--- config.mk ---
export PLATFORM = sky130hd
export DESIGN_NAME = isqrt_seq
export DESIGN_NICKNAME = d
export VERILOG_FILES = /design/src/rtl/isqrt_seq.sv
export SDC_FILE = /design/constraint.sdc
export NUM_CORES = 1
export LEC_CHECK = 0
export ABC_CLOCK_PERIOD_IN_PS = 2600
export CORE_MARGIN = 2
export CORE_UTILIZATION = 25
export CTS_BUF_LIST = sky130_fd_sc_hd__clkbuf_4
export CTS_CLUSTER_DIAMETER = 50
export CTS_CLUSTER_SIZE = 30
export DETAILED_ROUTE_END_ITERATION = 7
export HOLD_SLACK_MARGIN = 0.08
export SLEW_MARGIN = 10
export SYNTH_ARGS = -nofsm -noshare
export SYNTH_HDL_FRONTEND = slang
export SYNTH_SLANG_ARGS = --single-unit
--- constraint.sdc ---
create_clock -name clk -period 2.6 [get_ports clk]
set_input_delay 0.52 -clock clk [delete_from_list [all_inputs] [get_ports clk]]
set_output_delay 0.52 -clock clk [all_outputs]
set_load 0.05 [all_outputs]
--- src/rtl/isqrt_seq.sv ---
// Sequential unsigned integer square root, one root bit per clock.
// Radix-4 restoring recurrence behind valid/ready handshakes.
module isqrt_seq #(
    parameter int INPUTWIDTH = 42,
    localparam int N = (INPUTWIDTH + 1) / 2
) (
    input  logic                  clk,
    input  logic                  rst_n,
    input  logic                  in_valid,
    output logic                  in_ready,
    input  logic [INPUTWIDTH-1:0] data_in,
    output logic                  out_valid,
    input  logic                  out_ready,
    output logic [N-1:0]          root_out,
    output logic [N:0]            rem_out,
    output logic                  busy
);

    typedef enum logic [1:0] {IDLE, CALC, DONE} state_e;

    localparam int CW = (N > 1) ? $clog2(N) : 1;
    localparam logic [CW-1:0] LAST = CW'(N - 1);

    state_e          state_q, state_d;
    logic [CW-1:0]   cnt_q, cnt_d;
    logic [2*N-1:0]  rad_q, rad_d;
    logic [N-1:0]    root_q, root_d;
    logic [N+1:0]    rem_q, rem_d;
    logic [N-1:0]    res_root_q, res_root_d;
    logic [N:0]      res_rem_q, res_rem_d;

    logic [N+3:0]    trial, test;
    logic            fits;

    // Partial remainder with the next radicand digit pair appended
    always_comb begin
        trial = {rem_q, rad_q[2*N-1 -: 2]};
        test  = (N+4)'({root_q, 2'b01});
        fits  = (trial >= test);
    end

    always_comb begin
        state_d    = state_q;
        cnt_d      = cnt_q;
        rad_d      = rad_q;
        root_d     = root_q;
        rem_d      = rem_q;
        res_root_d = res_root_q;
        res_rem_d  = res_rem_q;
        unique case (state_q)
            IDLE: begin
                if (in_valid) begin
                    rad_d                   = '0;
                    rad_d[INPUTWIDTH-1:0]   = data_in;
                    root_d                  = '0;
                    rem_d                   = '0;
                    cnt_d                   = LAST;
                    state_d                 = CALC;
                end
            end
            CALC: begin
                rad_d     = rad_q << 2;
                root_d    = root_q << 1;
                root_d[0] = fits;
                rem_d     = (N+2)'(fits ? trial - test : trial);
                if (cnt_q == '0) begin
                    res_root_d = root_d;
                    res_rem_d  = rem_d[N:0];
                    state_d    = DONE;
                end else begin
                    cnt_d = cnt_q - CW'(1);
                end
            end
            DONE: begin
                if (out_ready) begin
                    state_d = IDLE;
                end
            end
            default: state_d = IDLE;
        endcase
    end

    always_ff @(posedge clk or negedge rst_n) begin
        if (!rst_n) begin
            state_q    <= IDLE;
            cnt_q      <= '0;
            rad_q      <= '0;
            root_q     <= '0;
            rem_q      <= '0;
            res_root_q <= '0;
            res_rem_q  <= '0;
        end else begin
            state_q    <= state_d;
            cnt_q      <= cnt_d;
            rad_q      <= rad_d;
            root_q     <= root_d;
            rem_q      <= rem_d;
            res_root_q <= res_root_d;
            res_rem_q  <= res_rem_d;
        end
    end

    assign in_ready  = (state_q == IDLE);
    assign out_valid = (state_q == DONE);
    assign busy      = (state_q != IDLE);
    assign root_out  = res_root_q;
    assign rem_out   = res_rem_q;

endmodule

Yosys cells after proc, flatten, opt, wreduce, memory -nomap -nowiden
Index checks and enable logic that the tools add are counted.
{"block": "classes", "shift": 0, "div": 0, "n_bitwise": 0, "n_mux": 14, "n_reduce_logical": 8, "n_mul": 0, "n_addsub": 2, "eq_ne": 6, "order_cmp": 1}
{"op": "case mux 42 bit (2 select lines)", "count": 1}
{"op": "two-way mux 23 bit", "count": 2}
{"op": "case mux 23 bit (2 select lines)", "count": 1}
{"op": "two-way mux 42 bit", "count": 1}
{"op": "case mux 21 bit (2 select lines)", "count": 1}
{"op": ">= comparator 25 x 23 -> 1 bit", "count": 1}
{"op": "subtractor 23 bit", "count": 1}
{"op": "two-way mux 21 bit", "count": 1}
{"op": "two-way mux 5 bit", "count": 2}
{"op": "case mux 5 bit (2 select lines)", "count": 1}
{"op": "two-way mux 2 bit", "count": 3}
{"op": "!= test 2 bit (second input constant)", "count": 3}
{"op": "case mux 2 bit (3 select lines)", "count": 1}
{"op": "AND reduction 3 bit", "count": 2}
{"op": "logical NOT 5 bit", "count": 1}
{"op": "subtractor 5 x 1 -> 5 bit (second input constant)", "count": 1}
{"op": "AND reduction 2 bit", "count": 2}
{"op": "nonzero test 2 bit", "count": 2}
{"op": "equality test 2 x 1 -> 1 bit (second input constant)", "count": 1}
{"op": "equality test 2 bit (second input constant)", "count": 1}
{"op": "logical NOT 2 bit", "count": 1}
{"op": "!= test 2 x 1 -> 1 bit (second input constant)", "count": 1}
{"block": "totals", "out_inout_bits": 46, "elab_cells": 38, "register_bits": 136, "ramBits": 0, "rom_bits": 0, "mem_count": 0, "latchBits": 0}

Longest topological paths before layout
Gate-level depths: netlist of run 1.
{"block": "depth", "ltp_word": 3, "mapped_depth": 12, "mapped_depth_nobuf": 10}

Worst setup path after synthesis of run 1
OpenSTA, ideal clock, no wires.
{"block": "synth_path", "kind": "reg-to-reg", "from": "reg rem_q[15]", "to": "reg res_rem_q[14], in the netlist rem_out[14]", "path_stages_with_launch": 11, "path_slack_ps": -27, "t_required_ps": 2472, "arrival_time_ps": 2500, "path_buffers": 2, "synth_period_minus_slack_ps": 2627, "path_cell_list": "dfrtp_1 ha_1 clkbuf_2 nand4_1 or4_1 nand3b_1 o221a_2 a21oi_4 buf_6 mux2i_1 o21ai_1"}
{"block": "synth_via", "elab_chain_len": 2}
{"item": "from (decl)", "line": "28", "text": "logic [N+1:0] rem_q, rem_d;"}
{"item": "from (signal assigned)", "line": "97", "text": "rem_q <= rem_d;"}
{"item": ">= comparator 25 x 23 -> 1 bit", "line": "39", "text": "fits = (trial >= test);"}
{"item": "two-way mux 23 bit", "line": "65", "text": "rem_d = (N+2)'(fits ? trial - test : trial);"}
{"item": "to (signal assigned)", "line": "99", "text": "res_rem_q <= res_rem_d;"}
{"item": "to (decl)", "line": "30", "text": "logic [N:0] res_rem_q, res_rem_d;"}
No other way between the ends.
A chain may end at the register's enable or synchronous reset.

Worst setup path after layout of run 1
{"block": "layout_path", "from": "reg rem_q[13]", "to": "reg res_rem_q[14], in the netlist rem_out[14]"}
The elaborated chain is that of the path after synthesis.

==> qor.csv, run 1 <==
metric,value,unit
ant_nets,0,
routedWlPerCell,14.38,µm
worst_slew_pin_slew,606.7,ps
area_growth,40.62,%
initial_core_util,25.23,%
cts_num_sinks,136,
postSynthAreaPerCell,9.378,µm²
cpLargestDelayFamily,simple AND/OR/NAND/NOR gates,
dr.pass1.iters,6,
fin_util,35.48,%
hold_slack,466.7,ps
syn_area,0.006743,mm²
drtIter0Drc,301,
grt_max_degree,72,
die_area,0.02830,mm²
min_path_type,primary input to asynchronous set/reset pin,
die_w,168.2,µm
finalCriticalPeriod,2639,ps
drive_gt1_share,22.72,%
synth_cells,719,
slew_headroom,59.43,%
antenna_found_initial,1,
clockRootBuffer,clkbuf_4,
path_buf_inv,1,
vias,5572,
cts_tree,done,
ys_seq_area_share,50.47,%
slew_violations,0,
routabilityCongestion,0.8336,
fin_nets,956,
rows,60,
violations,setup timing,
ys.flop_type,dfrtp_1,
cts_buffers,17,
cp-start-kind,flop,
clk_latency,560,ps
final.setup_skew,21.09,ps
fin_tns_setup,-191.8,ps
yosys-top-cells-area,"dfrtp_1, o21ai_0, nand2_1, mux2i_1, ha_1",
yosys.cell_types.count,51,
wirelength,17840,µm
htreeDepth,4,
arrival,3070,ps
dpl.hpwl,12430,µm
endpoint_kind,flop,
io_pins,92,
period_share,101.5,%
core,0.02673,mm²
critical-path-slowest-cell,or4_4,
fmax,378.9,MHz
port_buffers,91,
hold_viol,0,
setup_ws,-38.91,ps
grt_pass1_wl,28450,µm
drv_cap,0,
yosysTopAreaCell,dfrtp_1,
grt-ovfl-total,0,
status,"finished, violations left",
die_y,168.2,µm
via_per_inst,4.494,
grt_util_all_layers,12.66,%
ys.warnings.count,0,
cp_max_fo,8,
drc,0,
fillers,2737,
setup_viol,12,
synthArstFlopShare,100.0,%
rsz0062_at_grt,true,
grt_pass1_vias,5444,
crit_path_cell_trace,ha_4 -> nand3_2 -> or4_4 -> nand3b_1 -> o221a_4 -> a21oi_4 -> buf_12 -> mux2i_4 -> o21ai_1,
synth_top_cell_area_share,50.47,%
placed_area,0.008628,mm²
crit_type,flop to flop,
clockBufferDepth,2,
required,3030,ps
clkTransAtPathRegs,130,ps
max_stage_delay,500,ps
synth_edf_count,0,
syn_nets,790,
post-route-cell-area,0.009482,mm²
synth_seq_cells,136,
[Yosys cell counts (all sizes together), types with 3 or more instances]
library cell,count
a21oi,24
a22o,3
buf,12
clkbuf,29
dfrtp,136
ha,25
inv,32
mux2,3
mux2i,51
nand2,149
nand2b,8
nand3,5
nand4,5
nor2,18
nor2b,4
nor3,11
o21ai,147
xnor2,15
xor2,7
[placed cells by master (no fill, tap or decap), types with 5 or more instances in the layout]
master	Yosys	routed
nand2_1	149	144
dfrtp_1	136	136
o21ai_0	130	101
clkdlybuf4s50_1	0	87
buf_4	2	85
mux2i_1	51	44
o21ai_1	17	38
a21oi_1	23	20
inv_1	32	19
ha_4	0	17
clkbuf_4	0	17
nor2_1	18	16
inv_2	0	13
xnor2_1	15	12
nor3_1	11	10
o21ai_2	0	8
ha_1	25	8
buf_12	0	8
nand2b_1	8	7
xor2_1	7	7
nand4_1	5	5
[through the flow]
| stage | worst slack (ps) | instances |
|---|---|---|
| after floorplan | 11.44 | 719 |
| after global placement | -87.46 | 1192 |
| after detailed placement | -146.2 | 1192 |
| after CTS | 0.8034 | 1230 |
| after global routing | -132.7 | 1240 |
| final | -38.91 | 1240 |
[kinds of logic after synthesis]
group	count (synthesis)	synth area share, %
buffers and inverters	73	4.379
XOR/XNOR	22	2.858
multiplexers	54	8.072
adder cells (fa/ha/maj)	25	4.639
flip-flops	136	50.47
AO/OA/AOI/OAI	196	16.14
AND/OR/NAND/NOR	213	13.43
[path summary, 6_finish.rpt]
| kind | start | endpoint | slack [ps] | cells after the start |
|---|---|---|---|---|
| max | rem_q[13] | rem_out[14] | -40 | 9 |
| min | rst_n | root_out[15] | 470 | 2 |
| max reg2reg | rem_q[13] | rem_out[14] | -40 | 9 |
| min reg2reg | root_out[14] | root_out[14] | 490 | 2 |
| max in group asynchronous | rst_n | rem_out[8] | 1470 | 3 |
| min in group clk | root_out[14] | root_out[14] | 490 | 2 |
[state kept, by name (all words and copies together) (netlist names)]
name,flops
rem_q,23
root_out,21
rad_q,42
rem_out,22
cnt_q,5
root_q,21
state_q,2
[repair_timing]
item | CTS | global route
hold buffers | 1 | 0
setup buffers | 4 | 10
endpoints found under the setup margin | 36 | 45
hold endpoints to repair | 54 | 0
pin swaps | 5 | 19
gates cloned | 1 | 0
gates resized for setup | 43 | 73
[area by class of cell]
class                           count  area (µm²)  share of cell area [%]
Multi-Input combinational cell    510        3516                   37.08
Tap cell                          341       426.7                   4.500
Clock inverter                     15       128.9                   1.359
Antenna cell                        1       2.502                 0.02639
Clock buffer                       17       127.6                   1.346
Timing Repair Buffer              188        1757                   18.53
Sequential cell                   136        3403                   35.89
Inverter                           32       120.1                   1.267
[per-layer routing]
metal,vias to the layer above,wire length (µm),track usage (%)
met1,2656,7899,15.77
met2,104,8818,21.15
met3,6,1038,4.020
met4,0,80,3.486
met5,-,0,0
li1,2806,-,-
Power of run 1 is left out: the tool's default activity adds up to more than one toggle a clock period on the data nets, which glitch-free logic cannot reach.
==> inputs of run 2 (changes only) <==
--- a/config.mk
+++ b/config.mk
@@ -8,7 +8,7 @@
 export ABC_CLOCK_PERIOD_IN_PS = 2600
 export CORE_MARGIN = 2
 export CORE_UTILIZATION = 25
-export CTS_BUF_LIST = sky130_fd_sc_hd__clkbuf_4
+export CTS_BUF_LIST = sky130_fd_sc_hd__clkbuf_8
 export CTS_CLUSTER_DIAMETER = 50
 export CTS_CLUSTER_SIZE = 30
 export DETAILED_ROUTE_END_ITERATION = 7
==> qor.csv, run 2 (synthesized netlist as in run 1, its figures left out) <==
metric,value,unit,change
period_share,101.3,%,-0.23 points
grt_pass1_vias,5430,,-0.26%
cts_num_sinks,136,,unchanged
port_buffers,91,,unchanged
clkTransAtPathRegs,80,ps,-50 ps
ant_nets,0,,unchanged
rsz0062_at_grt,true,,
fmax,379.8,MHz,+0.23%
grt_pass1_wl,28520,µm,+0.27%
path_buf_inv,1,,unchanged
via_per_inst,4.506,,+0.28%
cts_buffers,17,,unchanged
dpl.hpwl,12430,µm,unchanged
drive_gt1_share,22.44,%,-0.27 points
drc,0,,unchanged
cp_max_fo,8,,unchanged
cts_tree,done,,
arrival,2960,ps,-110 ps
htreeDepth,4,,unchanged
post-route-cell-area,0.009604,mm²,+1.3%
setup_viol,8,,-4
final_cell_mix,"nand2_1, dfrtp_1, o21ai_0, clkdlybuf4s50_1, buf_4",,
n_antenna_cell,0,,-1
initial_core_util,25.23,%,unchanged
finalCriticalPeriod,2633,ps,-5.951 ps
top_register,rad_q,,
vias,5592,,+0.36%
slew_violations,0,,unchanged
largest_reg_flops,42,,unchanged
required,2930,ps,-100 ps
clockBufferDepth,2,,unchanged
worst_slew_pin_slew,609.1,ps,+2.460 ps
cpLargestDelayFamily,simple AND/OR/NAND/NOR gates,,
crit_type,flop to flop,,
final.setup_skew,11.77,ps,-9.327 ps
clk_latency,460,ps,-100 ps
crit_path_cell_trace,ha_4 -> nand3_4 -> or4_4 -> nand3b_1 -> o221a_4 -> a21oi_4 -> buf_12 -> mux2i_4 -> o21ai_1,,
drtIter0Drc,303,,+0.66%
die_area,0.02830,mm²,unchanged
fin_util,35.94,%,+0.46 points
fin_nets,958,,+0.21%
antenna_found_initial,0,,-1
area_growth,42.44,%,
routedWlPerCell,14.38,µm,about the same
dr.pass1.iters,4,,-2
die_y,168.2,µm,unchanged
wirelength,17840,µm,about the same
endpoint_kind,flop,,
placed_area,0.008628,mm²,unchanged
rows,60,,unchanged
grt_util_all_layers,12.77,%,+0.11 points
critical-path-slowest-cell,or4_4,,
post-place-ws,-146.2,ps,unchanged
routabilityCongestion,0.8336,,unchanged
violations,setup timing,,
hold_viol,0,,unchanged
min_path_type,flop to flop,,
fillers,2740,,+0.11%
status,"finished, violations left",,
core,0.02673,mm²,unchanged
io_pins,92,,unchanged
grt-ovfl-total,0,,unchanged
max_stage_delay,540,ps,+40 ps
hold_slack,479.9,ps,+13.22 ps
layout_commonest_cell,nand2_1,,
grt_max_degree,72,,unchanged
slew_headroom,59.39,%,about the same
clockRootBuffer,clkbuf_8,,
die_w,168.2,µm,unchanged
setup_ws,-32.96,ps,+5.951 ps
drv_cap,0,,unchanged
cp-start-kind,flop,,
==> run 2: cell types whose count changed in the layout (fill, tap and decap cells not counted), moves of 4 or more <==
| cell | previous run | this run |
|---|---|---|
| clkbuf_8 | 0 | 19 |
| clkbuf_4 | 17 | 0 |
| o21ai_0 | 101 | 114 |
| o21ai_1 | 38 | 28 |
| buf_4 | 85 | 89 |
==> run 2: per-stage QoR <==
stage	std cells	TNS [ps]
2_1_floorplan	719	0
3_3_place_gp	1192	-383.8
3_5_place_dp	1192	-1638
4_1_cts	1233	0
5_1_grt	1241	-1889
6_report	1241	-172.1
==> run 2: final timing paths <==
check                             start           end  slack [ps]  cells after the start
setup / recovery              rem_q[14]   rem_out[17]         -30                      9
hold / removal             root_out[14]  root_out[14]         480                      2
setup reg to reg              rem_q[14]   rem_out[17]         -30                      9
hold reg to reg            root_out[14]  root_out[14]         480                      2
max in group asynchronous         rst_n    rem_out[8]        1350                      3
min in group asynchronous         rst_n  root_out[15]         590                      2
==> run 2: metal layers <==
layer	global-route usage, %	vias up	part of all wire [%]
met4	3.673	0	1.2
li1	-	2803	-
met1	15.90	2651	44
met5	0	-	0
met3	4.302	13	5.9
met2	21.08	125	49
==> run 2: cell type report <==
| cell class | count | area, µm² | area share [%] |
|---|---|---|---|
| multi-input cells | 510 | 3517 | 36.62 |
| flip-flops and latches | 136 | 3403 | 35.44 |
| repair buffers | 190 | 1754 | 18.26 |
| well taps | 341 | 426.7 | 4.442 |
| clock buffers | 19 | 261.5 | 2.723 |
| clock inverters | 13 | 121.4 | 1.264 |
| inverters | 32 | 120.1 | 1.251 |
==> run 2: what timing repair did <==
action,CTS,global route
gates resized for setup,40,56
pin swaps,6,15
setup buffers,7,9
gates cloned,1,0
hold buffers,1,0
endpoints found under the hold margin,54,0
setup endpoints to repair,34,45
==> run 2: worst register-to-register path: stages, from the launching register on <==
cell,delay [ps]
dfrtp_1,420
ha_4,300
nand3_4,80
or4_4,540
nand3b_1,190
o221a_4,140
a21oi_4,270
buf_12,210
mux2i_4,280
o21ai_1,80
Power of run 2 is left out for the same reason.
==> inputs of run 3 (changes only) <==
--- a/config.mk
+++ b/config.mk
@@ -13,6 +13,7 @@
 export CTS_CLUSTER_SIZE = 30
 export DETAILED_ROUTE_END_ITERATION = 7
 export HOLD_SLACK_MARGIN = 0.08
+export PLACE_DENSITY_LB_ADDON = 0.05
 export SLEW_MARGIN = 10
 export SYNTH_ARGS = -nofsm -noshare
 export SYNTH_HDL_FRONTEND = slang
==> qor.csv, run 3 (synthesized netlist as in run 1, its figures left out) <==
metric,value,unit,change
drive_gt1_share,22.27,%,-0.17 points
status,"finished, violations left",,
met3_length,677,µm,-36%
setup_ws,-42.40,ps,-9.440 ps
die_y,168.2,µm,unchanged
grt_max_degree,83,,+15%
cp-start-kind,flop,,
die_area,0.02830,mm²,unchanged
arrival,2980,ps,+20 ps
worstRegToRegCells,13,,+4
worst_slew_pin_slew,573.1,ps,-36.04 ps
wirelength,19210,µm,+7.6%
layout_commonest_cell,nand2_1,,
met1_length,8878,µm,+12%
finalCriticalPeriod,2642,ps,+9.440 ps
endpoint_kind,flop,,
r2r-end,rem_out[0],,
initial_core_util,25.23,%,unchanged
grt-ovfl-total,0,,unchanged
top_register,rad_q,,
rows,60,,unchanged
period_share,101.6,%,+0.36 points
r2r_slack,-40,ps,about the same
drtIter0Drc,295,,-2.6%
n_antenna_cell,0,,unchanged
via_per_inst,4.491,,-0.33%
cts_num_sinks,136,,unchanged
fin_tns_setup,-162.9,ps,+9.191 ps
required,2930,ps,about the same
fin_nets,965,,+0.73%
cp_max_fo,7,,-1
violations,setup timing,,
cts_tree,done,,
vias,5605,,+0.23%
final.setup_skew,15.71,ps,+3.947 ps
clockBufferDepth,2,,unchanged
antenna_found_initial,0,,unchanged
die_w,168.2,µm,unchanged
grt_util_all_layers,13.98,%,+1.2 points
reg2reg_from,root_q[15],,
final_cell_mix,"nand2_1, dfrtp_1, o21ai_0, buf_4, clkdlybuf4s50_1",,
dpl.hpwl,13540,µm,+8.9%
final_cells,1248,,+0.56%
core,0.02673,mm²,unchanged
drc,0,,unchanged
placed_area,0.008691,mm²,+0.73%
min_path_type,flop to flop,,
htreeDepth,4,,unchanged
worstSetupStartpoint,root_q[15],,
grt_pass1_wl,31070,µm,+8.9%
rsz0062_at_grt,true,,
io_pins,92,,unchanged
drv_cap,0,,unchanged
dpl.cell_count,1205,,+1.1%
dr.pass1.iters,4,,unchanged
post-route-cell-area,0.009625,mm²,+0.22%
cts_buffers,17,,unchanged
routedWlPerCell,15.39,µm,+7.0%
dr_wl_met2,9422,µm,+8.6%
clockRootBuffer,clkbuf_8,,
clkTransAtPathRegs,90,ps,about the same
crit_path_end,rem_out[0],,
highest_layer,met4,,
port_buffers,91,,unchanged
setup_viol,9,,+1
slew_violations,0,,unchanged
hold_viol,0,,unchanged
slew_headroom,61.80,%,+2.4 points
area_growth,42.75,%,
ant_nets,0,,unchanged
crit_type,flop to flop,,
clk_latency,450,ps,about the same
largest_reg_flops,42,,unchanged
routabilityCongestion,0.8123,,-2.6%
grt_pass1_vias,5800,,+6.8%
fmax,378.4,MHz,-0.36%
-- run 3: cell types whose count changed in the layout (fill, tap and decap cells not counted), sizes merged --
cell	before	now
buf	100	104
clkinv	7	5
clkinvlp	2	3
inv	35	37
dlygate4sd2	0	1
clkbuf	19	20
-- run 3: repair_timing --
item,in CTS,in global routing
resized for setup,30,75
buffers inserted,2,6
hold buffers,1,0
endpoints found under the setup margin,41,46
cloned,0,2
hold endpoints to repair,55,0
pin swaps,3,8
-- run 3: area by class of cell --
| type | count | area (µm²) |
|---|---|---|
| multi-input cells | 510 | 3458 |
| clock buffers | 18 | 247.7 |
| inverters | 32 | 120.1 |
| well taps | 341 | 426.7 |
| clock inverters | 14 | 138.9 |
| repair buffers | 197 | 1831 |
| fillers | 2756 | 17100 |
| flip-flops and latches | 136 | 3403 |
-- run 3: routing by layer --
| metal | up-vias | GRT usage [%] |
|---|---|---|
| met5 | - | 0 |
| met4 | 0 | 3.823 |
| met3 | 13 | 3.220 |
| met2 | 86 | 24.01 |
| met1 | 2679 | 17.65 |
| li1 | 2827 | - |
-- run 3: worst max-delay path, stage by stage, from the launching register on --
cell and delay [ps]:
dfrtp_1 410, inv_2 100, ha_4 210, nand3_1 120, nor3_1 60, buf_4 150, a2111o_1 440, nor3_2 160
buf_4 140, a21oi_4 60, buf_6 140, buf_12 150, xnor2_1 140, mux2_2 270
-- run 3: per-stage QoR --
step	setup WS (ps)	utilization, %	hold slack (ps)
after floorplan	11.44	-	224.4
after global placement	-202.8	32.52	460.7
after detailed placement	-210.6	32.52	465.9
after CTS	-55.84	34.63	488.8
after global routing	-160.2	36.02	517.9
final	-42.40	36.02	484.9
-- run 3: worst min path at each step --
stage / from / to / slack [ps] / cells past startpoint
4_1_cts: root_q[0] / root_q[0] / 490 / 2
5_1_grt: root_out[5] / root_out[5] / 520 / 2
2_1_floorplan: rst_n / cnt_q[0] / 220 / 0
3_5_place_dp: root_q[0] / root_q[0] / 470 / 2
3_3_place_gp: rad_q[36] / rad_q[36] / 460 / 2
6_report: root_out[5] / root_out[5] / 480 / 2
Power of run 3 is left out for the same reason.
